<file path="config.mk">
export PLATFORM = sky130hd
export DESIGN_NAME = core_rr_scheduler
export DESIGN_NICKNAME = d
export VERILOG_FILES = /design/src/rtl/core_pkg.sv /design/src/rtl/rr_pick.sv /design/src/rtl/core_rr_scheduler.sv
export SDC_FILE = /design/constraint.sdc
export NUM_CORES = 1
export LEC_CHECK = 0
export ABC_AREA = 1
export CAP_MARGIN = 20
export CELL_PAD_IN_SITES_DETAIL_PLACEMENT = 0
export CELL_PAD_IN_SITES_GLOBAL_PLACEMENT = 1
export CORE_MARGIN = 2
export CORE_UTILIZATION = 29
export DETAILED_ROUTE_END_ITERATION = 10
export GPL_ROUTABILITY_DRIVEN = 0
export PLACE_DENSITY = 0.85
export SYNTH_ARGS = -nofsm -noshare
export SYNTH_HDL_FRONTEND = slang
export SYNTH_SLANG_ARGS = --single-unit
</file>
<file path="constraint.sdc">
create_clock -name clk -period 5.4 [get_ports clk]
set_input_delay 1.08 -clock clk [delete_from_list [all_inputs] [get_ports clk]]
set_output_delay 1.08 -clock clk [all_outputs]
set_load 0.005 [all_outputs]
</file>
<file path="src/rtl/core_pkg.sv">
// rtl/core_pkg.sv - core state encodings and scheduler state type shared by the core, the scheduler and benches
package core_pkg;

    localparam int CORE_STATE_W = 5;

    localparam logic [CORE_STATE_W-1:0] CORE_IDLE = 5'b00000;
    localparam logic [CORE_STATE_W-1:0] CORE_END1 = 5'b11101;
    localparam logic [CORE_STATE_W-1:0] CORE_END2 = 5'b11110;

    typedef enum logic [2:0] {
        S_IDLE,
        S_LOAD,
        S_WAIT,
        S_DONE,
        S_ABORT
    } sched_state_t;

endpackage

</file>
<file path="src/rtl/rr_pick.sv">
// rtl/rr_pick.sv - combinational round-robin pick: first set req bit at or after ptr, wrapping
module rr_pick #(
    parameter int N  = 4,
    parameter int IW = (N > 1) ? $clog2(N) : 1
) (
    input  logic [N-1:0]  req,
    input  logic [IW-1:0] ptr,
    output logic [N-1:0]  gnt_next,
    output logic [IW-1:0] idx
);

    logic [IW-1:0] pos;

    // Walk the search order backwards so the last hit is the one closest to ptr.
    always_comb begin
        gnt_next = '0;
        idx      = '0;
        pos      = '0;
        for (int k = N - 1; k >= 0; k--) begin
            pos = IW'((int'(ptr) + k) % N);
            if (req[pos]) begin
                gnt_next      = '0;
                gnt_next[pos] = 1'b1;
                idx           = pos;
            end
        end
    end

endmodule

</file>
<file path="src/rtl/core_rr_scheduler.sv">
// rtl/core_rr_scheduler.sv - round-robin sharing of one iterative core between N_REQ requesters
// Optional CORE_WDOG_EN: watchdog in S_WAIT that force-idles a stuck core and reports err.
module core_rr_scheduler
    import core_pkg::*;
#(
    parameter int N_REQ   = 4,
    parameter int DW      = 16,
    parameter int TIMEOUT = 1023
) (
    input  logic                    clk,
    input  logic                    reset,
    input  logic [N_REQ-1:0]        req,
    input  logic [N_REQ*DW-1:0]     opa_flat,
    input  logic [N_REQ*DW-1:0]     opb_flat,
    output logic [N_REQ-1:0]        gnt,
    output logic [N_REQ-1:0]        done,
    output logic [DW-1:0]           result,
    output logic                    err,
    output logic                    core_load,
    output logic [DW-1:0]           core_opa,
    output logic [DW-1:0]           core_opb,
    input  logic [CORE_STATE_W-1:0] core_state,
    input  logic [DW-1:0]           core_result,
    output logic                    core_scan_en,
    output logic [CORE_STATE_W-1:0] core_scan_state,
    output logic                    busy
);

    localparam int IW = $clog2(N_REQ);

    sched_state_t   state_q, state_d;
    logic [IW-1:0]  ptr_q, ptr_d;
    logic [IW-1:0]  gidx_q, gidx_d;
    logic [N_REQ-1:0] gnt_q, gnt_d;
    logic [DW-1:0]  opa_q, opa_d;
    logic [DW-1:0]  opb_q, opb_d;
    logic [DW-1:0]  result_q, result_d;
    logic           err_q, err_d;

    logic [N_REQ-1:0] pick_gnt;
    logic [IW-1:0]    pick_idx;

`ifdef CORE_WDOG_EN
    localparam int WDOG_W = ($clog2(TIMEOUT + 1) > 10) ? $clog2(TIMEOUT + 1) : 10;
    logic [WDOG_W-1:0] cnt_q, cnt_d;
`endif

    rr_pick #(
        .N  (N_REQ),
        .IW (IW)
    ) u_rr_pick (
        .req      (req),
        .ptr      (ptr_q),
        .gnt_next (pick_gnt),
        .idx      (pick_idx)
    );

    always_comb begin
        state_d  = state_q;
        ptr_d    = ptr_q;
        gidx_d   = gidx_q;
        gnt_d    = gnt_q;
        opa_d    = opa_q;
        opb_d    = opb_q;
        result_d = result_q;
        err_d    = err_q;
`ifdef CORE_WDOG_EN
        cnt_d    = cnt_q;
`endif
        case (state_q)
            S_IDLE: begin
                if (|req) begin
                    gnt_d   = pick_gnt;
                    gidx_d  = pick_idx;
                    opa_d   = opa_flat[int'(pick_idx)*DW +: DW];
                    opb_d   = opb_flat[int'(pick_idx)*DW +: DW];
                    state_d = S_LOAD;
                end
            end
            S_LOAD: begin
                state_d = S_WAIT;
`ifdef CORE_WDOG_EN
                cnt_d   = '0;
`endif
            end
            S_WAIT: begin
                // A core still showing IDLE here is just not started yet; only END1/END2 finish.
                if (core_state == CORE_END1) begin
                    result_d = core_result;
                    err_d    = 1'b0;
                    state_d  = S_DONE;
                end else if (core_state == CORE_END2) begin
                    result_d = core_result;
                    err_d    = 1'b1;
                    state_d  = S_DONE;
                end
`ifdef CORE_WDOG_EN
                else if (cnt_q == WDOG_W'(TIMEOUT)) begin
                    state_d = S_ABORT;
                end else begin
                    cnt_d = cnt_q + 1'b1;
                end
`endif
            end
`ifdef CORE_WDOG_EN
            S_ABORT: begin
                result_d = '0;
                err_d    = 1'b1;
                state_d  = S_DONE;
            end
`endif
            S_DONE: begin
                gnt_d   = '0;
                ptr_d   = (gidx_q == IW'(N_REQ - 1)) ? '0 : gidx_q + 1'b1;
                state_d = S_IDLE;
            end
            default: state_d = S_IDLE;
        endcase
    end

    always_ff @(posedge clk) begin
        if (!reset) begin
            state_q  <= S_IDLE;
            ptr_q    <= '0;
            gidx_q   <= '0;
            gnt_q    <= '0;
            opa_q    <= '0;
            opb_q    <= '0;
            result_q <= '0;
            err_q    <= 1'b0;
        end else begin
            state_q  <= state_d;
            ptr_q    <= ptr_d;
            gidx_q   <= gidx_d;
            gnt_q    <= gnt_d;
            opa_q    <= opa_d;
            opb_q    <= opb_d;
            result_q <= result_d;
            err_q    <= err_d;
        end
    end

`ifdef CORE_WDOG_EN
    always_ff @(posedge clk) begin
        if (!reset) begin
            cnt_q <= '0;
        end else begin
            cnt_q <= cnt_d;
        end
    end

    assign core_scan_en    = (state_q == S_ABORT);
    assign core_scan_state = CORE_IDLE;
`else
    assign core_scan_en    = 1'b0;
    assign core_scan_state = '0;
`endif

    assign gnt       = gnt_q;
    assign done      = (state_q == S_DONE) ? gnt_q : '0;
    assign err       = (state_q == S_DONE) & err_q;
    assign result    = result_q;
    assign core_load = (state_q == S_LOAD);
    assign core_opa  = opa_q;
    assign core_opb  = opb_q;
    assign busy      = (state_q != S_IDLE);

endmodule

</file>
==> metrics.md, run 1 <==
| Metric | Value |
|---|---|
| Clk buf depth | `2` |
| Final setup margin | `approximately 1700 ps` |
| Area delta synth->final | `54.8%` |
| Post-Synth Adder-Cell Area | `0.0363` |
| Layout cells sized above 1 | `0.0519` |
| CP max-delay cell | `nor2_2` |
| Syn Area/Cell | `between 6 and 7 um^2` |
| Total iterations of the first detailed-routing run | `4` |
| Die Y | `about 130 um` |
| Data required time of the critical path | `between 5000 and 6000 ps` |
| Crit path to | `core_opb[0]$_SDFFE_PN0P_` |
| Post-CTS Resized | `0` |
| F_max | `between 200 and 300 MHz` |
| Setup TNS | `0 ps` |
| WL/cell | `roughly 14 um` |
| Clock root buffer | `clkbuf_16` |
| Synth Instances | `731` |
| Crit Path Class | `input pin to flop` |
| Top_reg_cell synth | `dfxtp_1` |
| Post-DRT Antenna Nets | `0` |
| Sequential element share of the synthesized area | `0.264` |
| Mux cell area share after synthesis | `0` |
| GR Overflow Total | `0` |
| Die width | `128 um` |
| Slew HR | `0.415` |
| Hold_sp | `err_q$_SDFFE_PN0P_` |
| Status | `finished, final reports clean` |
| Crit Path Max Fanout | `39` |
| # rows | `45` |
| Initial antenna violation count | `0` |
| XOR/XNOR Fraction of Synth Area | `0` |
| Number of antenna diodes | `0` |
| Worst R2R End | `core_opb[10]$_SDFFE_PN0P_` |
| DRC viols | `0` |
| 1st-iter DRT viols | `between 200 and 300` |
| Pre-CTS setup slack | `1210 ps` |
| Simple-gate share of the synthesized area | `0.424` |
| Num CTS Buffers | `9` |
| Yosys top cell area share | `0.264` |
| Async S/R FF share, synth | `0` |
| Initial Util | `0.295` |
| Routed vias/inst | `approximately 4.5` |
| Clk_lat worst skew | `between 300 and 400 ps` |
| Peak supply drop | `between 0.0002 and 0.00025 V` |
| Final Cycle Share | `0.688` |
| Dpl hpwl | `11,400 um` |
| Fin. max-slew vios | `0` |
| Final setup viols | `0` |
| CP peak stage delay | `~760 ps` |
| IO Pins | `between 200 and 250` |
| CTS tree | `done` |
| Leading area contributor after synthesis | `dfxtp_1` |
| Fin crit period | `3710 ps` |
| Vias in the first global route | `around 4,900` |
| Critical Path Sink Type | `flop` |
| YS warnings | `0` |
| Largest net degree at the start of global routing | `65` |
| Postcts setup bufs | `0` |
| Final Hold Fails | `0` |
| Drt total wl | `roughly 16,000 um` |
| Core box area | `15,100 um^2` |
| Flop2flop setup slack | `around 2200 ps` |
| R2r startpoint | `ptr_q[0]$_SDFFE_PN0P_` |
| Critical path arrival | `roughly 4000 ps` |
| Worst Hold Class | `flop to flop` |
| Die ar. | `16,400 um^2` |
| Dominant cells by area after synthesis | `dfxtp_1, nand3_1, inv_1` |
| Count leader, synth | `inv_1` |
| Worst Clk Skew | `roughly 2.9 ps` |
| Leakage | `roughly 0.0034 uW` |
| R2R depth | `16` |
| Critical path, cell by cell | `clkdlybuf4s50_1 > inv_1 > nand4_1 > inv_1 > nor2_4 > buf_4 > clkinv_1 > nor2_2 > nand3_1 > nand3_1 > nand2_1 > inv_1` |
| Synth top cells by count | `inv_1, nand2_1, nand3_1` |
| Pwr Density | `430 nW/um^2` |
| # hold bufs at CTS | `0` |
| First-pass GRT wire length | `roughly 25,000 um` |
| Unrepaired setup endpoints after global routing | `no` |
| Largest family of logic cells by synthesized area | `simple AND/OR/NAND/NOR gates` |
| Max-cap violations | `0` |
| Port Buf Inserts | `roughly 210` |
| Post-synth EDFFs | `0` |
| Via count | `slightly above 5,000` |
| Actual slew at the worst max-slew pin | `876 ps` |
| Sink Count | `59` |
| Post-synthesis compound-gate area fraction | `0.0718` |
| Worst path most repeated cell | `inv_1` |
| Nets@finish | `around 1,100` |
| Total track usage | `0.190` |
| Crit path from | `req[0]` |
| Worst setup SP type | `input pin` |
| Seq cells post-synth | `59` |
| H-tree levels | `3` |
| Yosys cell types | `29` |
| Clk slew on worst S/H paths | `50 ps` |
| Mapped Area | `between 4000 and 5000 um^2` |
[layer usage]
metal / share of wire / track usage
met3: 0.10 / 0.0785
met1: 0.44 / 0.226
met2: 0.45 / 0.318
met4: 0.013 / 0.0465
met5: 0 / 0
[state kept, by name, indices dropped and copies added (netlist names)]
signal	flops
core_opb	16
ptr_q	2
state_q	2
err_q	1
gnt	4
core_opa	16
result	16
gidx_q	2
[cell type report]
| type | count | area, um^2 |
|---|---|---|
| flip-flops and latches | 59 | 1180 |
| repair buffers | 219 | 2180 |
| well taps | 188 | 235 |
| clock inverters | 7 | 116 |
| clock buffers | 9 | 225 |
| fillers | 1604 | 8220 |
| multi-input cells | 478 | 2410 |
| inverters | 153 | 579 |
[cells by family after synthesis]
group                    count (synthesis)
adder cells (fa/ha/maj)                 13
AND/OR/NAND/NOR                        406
other                                    1
AO/OA/AOI/OAI                           53
flip-flops                              59
buffers and inverters                  199
[worst max-delay path, delay by kind of cell]
kind | cells | cell delay (ps)
AND/OR/NAND/NOR | 6 | 1240
buffers and inverters | 6 | 1670
[cell usage in the layout, fill, tap and decap left out, types with 3 or more instances in the layout]
cell	instances
dfxtp_1	59
buf_4	6
bufinv_16	3
nor2_1	78
inv_1	146
o21ai_0	32
conb_1	6
nor2_4	4
ha_1	13
nand2_1	139
nand2_2	8
nand3b_1	32
clkdlybuf4s50_1	213
clkbuf_16	9
nand3_1	138
nand2_4	3
inv_2	3
a21o_1	4
a21oi_1	12
[power breakdown]
group	switching [uW]	total, uW	internal, uW
sequential	97.1	688	591
clock	218	667	449
combinational	903	1630	724
total	1220	2980	1760
[per-stage QoR]
step	area, um^2	power, uW	hold WS, ps	utilization	cells
6_report	6930	2980	469	0.457	1113
5_1_grt	6930	3250	501	0.457	1113
3_3_place_gp	6590	2340	453	0.435	1097
2_1_floorplan	4490	1750	441	-	736
3_5_place_dp	6590	2340	458	0.435	1097
4_1_cts	6930	3030	471	0.457	1113
[how the worst min path moves through the flow]
stage | slack (ps) | to | depth (start not counted)
2_1_floorplan | 440 | err_q$_SDFFE_PN0P_ | 2
3_3_place_gp | 450 | err_q$_SDFFE_PN0P_ | 2
3_5_place_dp | 460 | err_q$_SDFFE_PN0P_ | 2
4_1_cts | 470 | err_q$_SDFFE_PN0P_ | 2
5_1_grt | 500 | result[3]$_SDFFE_PN0P_ | 2
6_report | 470 | err_q$_SDFFE_PN0P_ | 2
Note: power is estimated with default switching activity, not from simulation.
==> inputs of run 2 (changes only) <==
--- a/config.mk
+++ b/config.mk
@@ -10,10 +10,10 @@
 export CELL_PAD_IN_SITES_DETAIL_PLACEMENT = 0
 export CELL_PAD_IN_SITES_GLOBAL_PLACEMENT = 1
 export CORE_MARGIN = 2
-export CORE_UTILIZATION = 29
+export CORE_UTILIZATION = 27
 export DETAILED_ROUTE_END_ITERATION = 10
 export GPL_ROUTABILITY_DRIVEN = 0
-export PLACE_DENSITY = 0.85
+export PLACE_DENSITY = 0.8
 export SYNTH_ARGS = -nofsm -noshare
 export SYNTH_HDL_FRONTEND = slang
 export SYNTH_SLANG_ARGS = --single-unit
==> constraint.sdc (replaced) <==
create_clock -name clk -period 3.5 [get_ports clk]
set_input_delay 0.7 -clock clk [delete_from_list [all_inputs] [get_ports clk]]
set_output_delay 0.7 -clock clk [all_outputs]
set_load 0.005 [all_outputs]
==> run 2 against run 1 <==
Effect of this change: wire length rose by 2.0%; power up 59%; register-to-register slack lost 1400 ps; clock power increased by 63%; combinational power rose by 60%; clock skew is 1.2 ps lower; die area rose by 7.2%; cell area increased by 2.3%.
==> metrics.md, run 2 (same netlist as run 1, synthesis figures left out) <==
| Metric | Value |
|---|---|
| Status | `finished, final reports clean` |
| Pwr Density | `approximately 670 nW/um^2` |
| IO Pins | `220` |
| Final setup viols | `0` |
| Area delta synth->final | `58.3%` |
| Actual slew at the worst max-slew pin | `between 900 and 1000 ps` |
| Hold Path Stages | `2` |
| Initial antenna violation count | `0` |
| Flop pwr share | `0.221` |
| # hold bufs at CTS | `0` |
| Clk buf depth | `2` |
| Initial Util | `0.273` |
| Nets@finish | `approximately 1,100` |
| CTS tree | `done` |
| Crit Path Class | `flop to flop` |
| R2R depth | `15` |
| Clock root buffer | `clkbuf_16` |
| 1st-iter DRT viols | `219` |
| Postcts setup bufs | `0` |
| Clk_lat worst skew | `~340 ps` |
| F_max | `between 300 and 400 MHz` |
| Fin crit period | `about 2700 ps` |
| Placed Area | `between 6000 and 7000 um^2` |
| Unrepaired setup endpoints after global routing | `no` |
| Worst Clk Skew | `about 1.7 ps` |
| Number of antenna diodes | `0` |
| Port Buf Inserts | `~210` |
| WL/cell | `approximately 14 um` |
| Leading cell types in the layout, fill and taps excluded | `clkdlybuf4s50_1, inv_1, nand2_1, nand3_1, nor2_1` |
| H-tree levels | `3` |
| Via count | `roughly 5,000` |
| Drt total wl | `~16,000 um` |
| Sw frac | `0.400` |
| Die ar. | `17,600 um^2` |
| DRC viols | `0` |
| Total track usage | `0.184` |
| Int Power | `2850 uW` |
| Crit Path Max Fanout | `39` |
| Die width | `~130 um` |
| Critical path arrival | `around 2900 ps` |
| Layout cells sized above 1 | `0.0600` |
| Clk slew on worst S/H paths | `50 ps` |
| Commonest non-fill, non-tap cell in the layout | `clkdlybuf4s50_1` |
| Critical Path Sink Type | `flop` |
| Max-cap violations | `0` |
| Core box area | `16,400 um^2` |
| Final Cycle Share | `0.761` |
| First-pass GRT wire length | `approximately 26,000 um` |
| Dpl hpwl | `between 10,000 and 15,000 um` |
| Post-DRT Antenna Nets | `0` |
| Logic gate share of total power | `0.549` |
| # rows | `47` |
| Num CTS Buffers | `9` |
| Routed vias/inst | `between 4 and 5` |
| Total iterations of the first detailed-routing run | `5` |
| Clock share of power | `0.230` |
| Slew HR | `0.377` |
| GR Overflow Total | `0` |
| Fin. max-slew vios | `0` |
| Fin area | `7090 um^2` |
| Die Y | `around 130 um` |
| Data required time of the critical path | `about 3700 ps` |
| Peak supply drop | `between 0.0004 and 0.0005 V` |
| Setup TNS | `0 ps` |
| Filler cells | `around 1,700` |
| Psw | `around 1900 uW` |
| Vias in the first global route | `between 4,000 and 5,000` |
| Post-CTS Resized | `0` |
| Worst Hold Class | `flop to flop` |
| Sink Count | `slightly below 60` |
| Worst setup SP type | `flop` |
| Final Hold Fails | `0` |
| Leakage | `0.00348 uW` |
| Largest net degree at the start of global routing | `41` |
-- run 2: cell types whose count changed in the layout (fill, tap and decap cells not counted) --
cell        previous run  this run
buf_4                  6        11
clkinvlp_4             1         0
clkinv_4               1         0
clkbuf_8               0         3
clkinv_2               2         1
buf_12                 0         3
-- run 2: layout make-up --
cell class | instances | area (um^2) | share of cell area
Multi-Input combinational cell | 478 | 2410 | 0.341
Timing Repair Buffer | 227 | 2270 | 0.321
Sequential cell | 59 | 1180 | 0.167
Clock buffer | 12 | 267 | 0.0376
Clock inverter | 4 | 95.1 | 0.0134
Inverter | 153 | 579 | 0.0818
Tap cell | 220 | 275 | 0.0388
-- run 2: worst paths after layout --
check                   startpoint                       end  slack (ps)
min             err_q$_SDFFE_PN0P_        err_q$_SDFFE_PN0P_         470
min reg2reg     err_q$_SDFFE_PN0P_        err_q$_SDFFE_PN0P_         470
max reg2reg  ptr_q[1]$_SDFFE_PN0P_  core_opa[5]$_SDFFE_PN0P_         840
max          ptr_q[1]$_SDFFE_PN0P_  core_opa[5]$_SDFFE_PN0P_         840
-- run 2: through the flow --
stage / total power (uW) / utilization / hold slack, ps / setup WS [ps] / instances
finish: 4750 / 0.432 / 471 / 837 / 1153
global route: 5170 / 0.432 / 500 / 601 / 1153
CTS: 4820 / 0.432 / 474 / 843 / 1153
detailed placement: 3700 / 0.410 / 459 / 671 / 1137
global placement: 3710 / 0.410 / 451 / 694 / 1137
floorplan: 2700 / - / 441 / 1330 / 736
-- run 2: critical path, stage by stage, from the launching register on --
cell     delay, ps
dfxtp_1        560
inv_2          160
ha_1           400
inv_1          100
nand3_2        110
nand2_4        110
inv_4           60
nand2_1         50
nand2_1         60
nand2_2         80
buf_4          380
nand3_1        160
nand3_1        120
nand3_1         90
nand2_1         80
inv_1           40
-- run 2: power by group through the flow --
stage	clock network, uW	logic [uW]	registers, uW
floorplan	0	1640	1060
global placement	0	2640	1060
detailed placement	0	2630	1070
CTS	1120	2650	1060
global route	1150	2930	1090
finish	1090	2610	1050
-- run 2: routing by layer --
metal,part of all wire,GRT usage,up-vias,wire length (um)
li1,-,-,2624,-
met2,0.43,0.290,197,6890
met1,0.45,0.240,2205,7330
met4,0.013,0.0538,0,214
met3,0.11,0.0621,15,1730
met5,0,0,-,0
==> inputs of run 3 (changes only) <==
==> constraint.sdc (replaced) <==
create_clock -name clk -period 2.8 [get_ports clk]
set_input_delay 0.56 -clock clk [delete_from_list [all_inputs] [get_ports clk]]
set_output_delay 0.56 -clock clk [all_outputs]
set_load 0.005 [all_outputs]
==> run 3 against run 2 <==
Effect of this change: cell area decreased by 0.42%; largest power group unchanged; clock power increased by 14%; sequential share of layout area increased by 0.071 points; critical path type is now flop to primary output.
==> metrics.md, run 3 (same netlist as run 1, synthesis figures left out) <==
| Metric | Value |
|---|---|
| Total iterations of the first detailed-routing run | `5` |
| # hold bufs at CTS | `0` |
| Critical path arrival | `between 1500 and 2000 ps` |
| Worst Clk Skew | `around 4.6 ps` |
| Slew HR | `0.381` |
| Status | `finished, final reports clean` |
| Total track usage | `0.185` |
| Fin crit period | `approximately 2400 ps` |
| Leading cell types in the layout, fill and taps excluded | `clkdlybuf4s50_1, inv_1, nand2_1, nand3_1, nor2_1` |
| Routed vias/inst | `4.37` |
| M3 GR Usage | `0.0743` |
| Area delta synth->final | `57.6%` |
| H-tree levels | `3` |
| Met2 Use GR | `0.288` |
| # rows | `47` |
| Commonest non-fill, non-tap cell in the layout | `clkdlybuf4s50_1` |
| Nets@finish | `1,100` |
| Crit Path Max Fanout | `12` |
| Post-DRT Antenna Nets | `0` |
| Clk_lat worst skew | `between 300 and 400 ps` |
| Filler cells | `approximately 1,700` |
| Max-cap violations | `0` |
| Via count | `roughly 5,100` |
| Clk slew on worst S/H paths | `approximately 60 ps` |
| Postcts setup bufs | `0` |
| First-pass GRT wire length | `25,900 um` |
| Largest net degree at the start of global routing | `57` |
| Vias in the first global route | `a little under 5,000` |
| GR Overflow Total | `0` |
| Multi-input gate area | `~2400 um^2` |
| Fin. max-slew vios | `0` |
| Actual slew at the worst max-slew pin | `roughly 930 ps` |
| Die ar. | `17,600 um^2` |
| Number of antenna diodes | `0` |
| Pwr Total | `5780 uW` |
| Finished Core Util | `0.430` |
| Peak supply drop | `0.000361 V` |
| DRC viols | `0` |
| Clk buf depth | `2` |
| Layout cells sized above 1 | `0.0640` |
| Clock root buffer | `clkbuf_16` |
| Final Cycle Share | `0.860` |
| Initial antenna violation count | `0` |
| Placed Area | `around 6700 um^2` |
| Final setup viols | `0` |
| IO Pins | `220` |
| Core box area | `16,400 um^2` |
| Drt total wl | `~16,000 um` |
| Port Buf Inserts | `between 200 and 250` |
| Crit Path Class | `flop to primary output` |
| GRT Max-Usage Layer | `met2` |
| Worst setup SP type | `flop` |
| Data required time of the critical path | `approximately 2200 ps` |
| Num CTS Buffers | `9` |
| Sink Count | `just under 60` |
| Fin area | `just over 7000 um^2` |
| Critical Path Sink Type | `primary output` |
| Worst Hold Class | `flop to flop` |
| Die width | `about 130 um` |
| WL/cell | `14.0 um` |
| Pwr Density | `around 820 nW/um^2` |
| Register cell area after layout | `around 1200 um^2` |
| Post-CTS Resized | `0` |
| Flop2flop setup slack | `about 470 ps` |
| Dpl hpwl | `12,100 um` |
| Initial Util | `0.273` |
| Met1 Resource Use GR | `0.240` |
| Leakage | `0.00347 uW` |
| Setup TNS | `0 ps` |
| 1st-iter DRT viols | `around 250` |
| Die Y | `approximately 130 um` |
| Final Hold Fails | `0` |
| Unrepaired setup endpoints after global routing | `no` |
| CTS tree | `done` |
| F_max | `415 MHz` |
-- run 3: worst paths after layout --
kind | start | end | cells past startpoint
max | state_q[0]$_SDFFE_PN0P_ | err | 4
min reg2reg | err_q$_SDFFE_PN0P_ | err_q$_SDFFE_PN0P_ | 2
min | err_q$_SDFFE_PN0P_ | err_q$_SDFFE_PN0P_ | 2
max reg2reg | ptr_q[0]$_SDFFE_PN0P_ | core_opb[3]$_SDFFE_PN0P_ | 15
-- run 3: power by group --
group          switching [uW]  leakage [uW]  internal [uW]
Sequential                168      0.000485           1140
Combinational            1760       0.00283           1480
Clock                     451      0.000152            785
-- run 3: per-stage QoR --
step	setup WS (ps)	hold slack (ps)	std cells
finish	392	469	1157
floorplan	633	441	736
detailed placement	153	463	1141
global route	210	503	1157
CTS	335	476	1157
global placement	189	450	1141
-- run 3: routing by layer --
metal	vias up	wire (um)
met4	0	209
met5	-	0
met3	16	1750
li1	2641	-
met1	2193	7290
met2	201	6960
-- run 3: critical path, stage by stage (launching register included) --
cell and delay (ps):
dfxtp_1 360, ha_1 480, nand2_1 90, inv_1 60, clkdlybuf4s50_1 510
-- run 3: cell type report --
class / instances / area share
repair buffers: 231 / 0.323
multi-input cells: 478 / 0.342
clock inverters: 7 / 0.0144
clock buffers: 9 / 0.0319
flip-flops and latches: 59 / 0.167
well taps: 220 / 0.0390
inverters: 153 / 0.0821
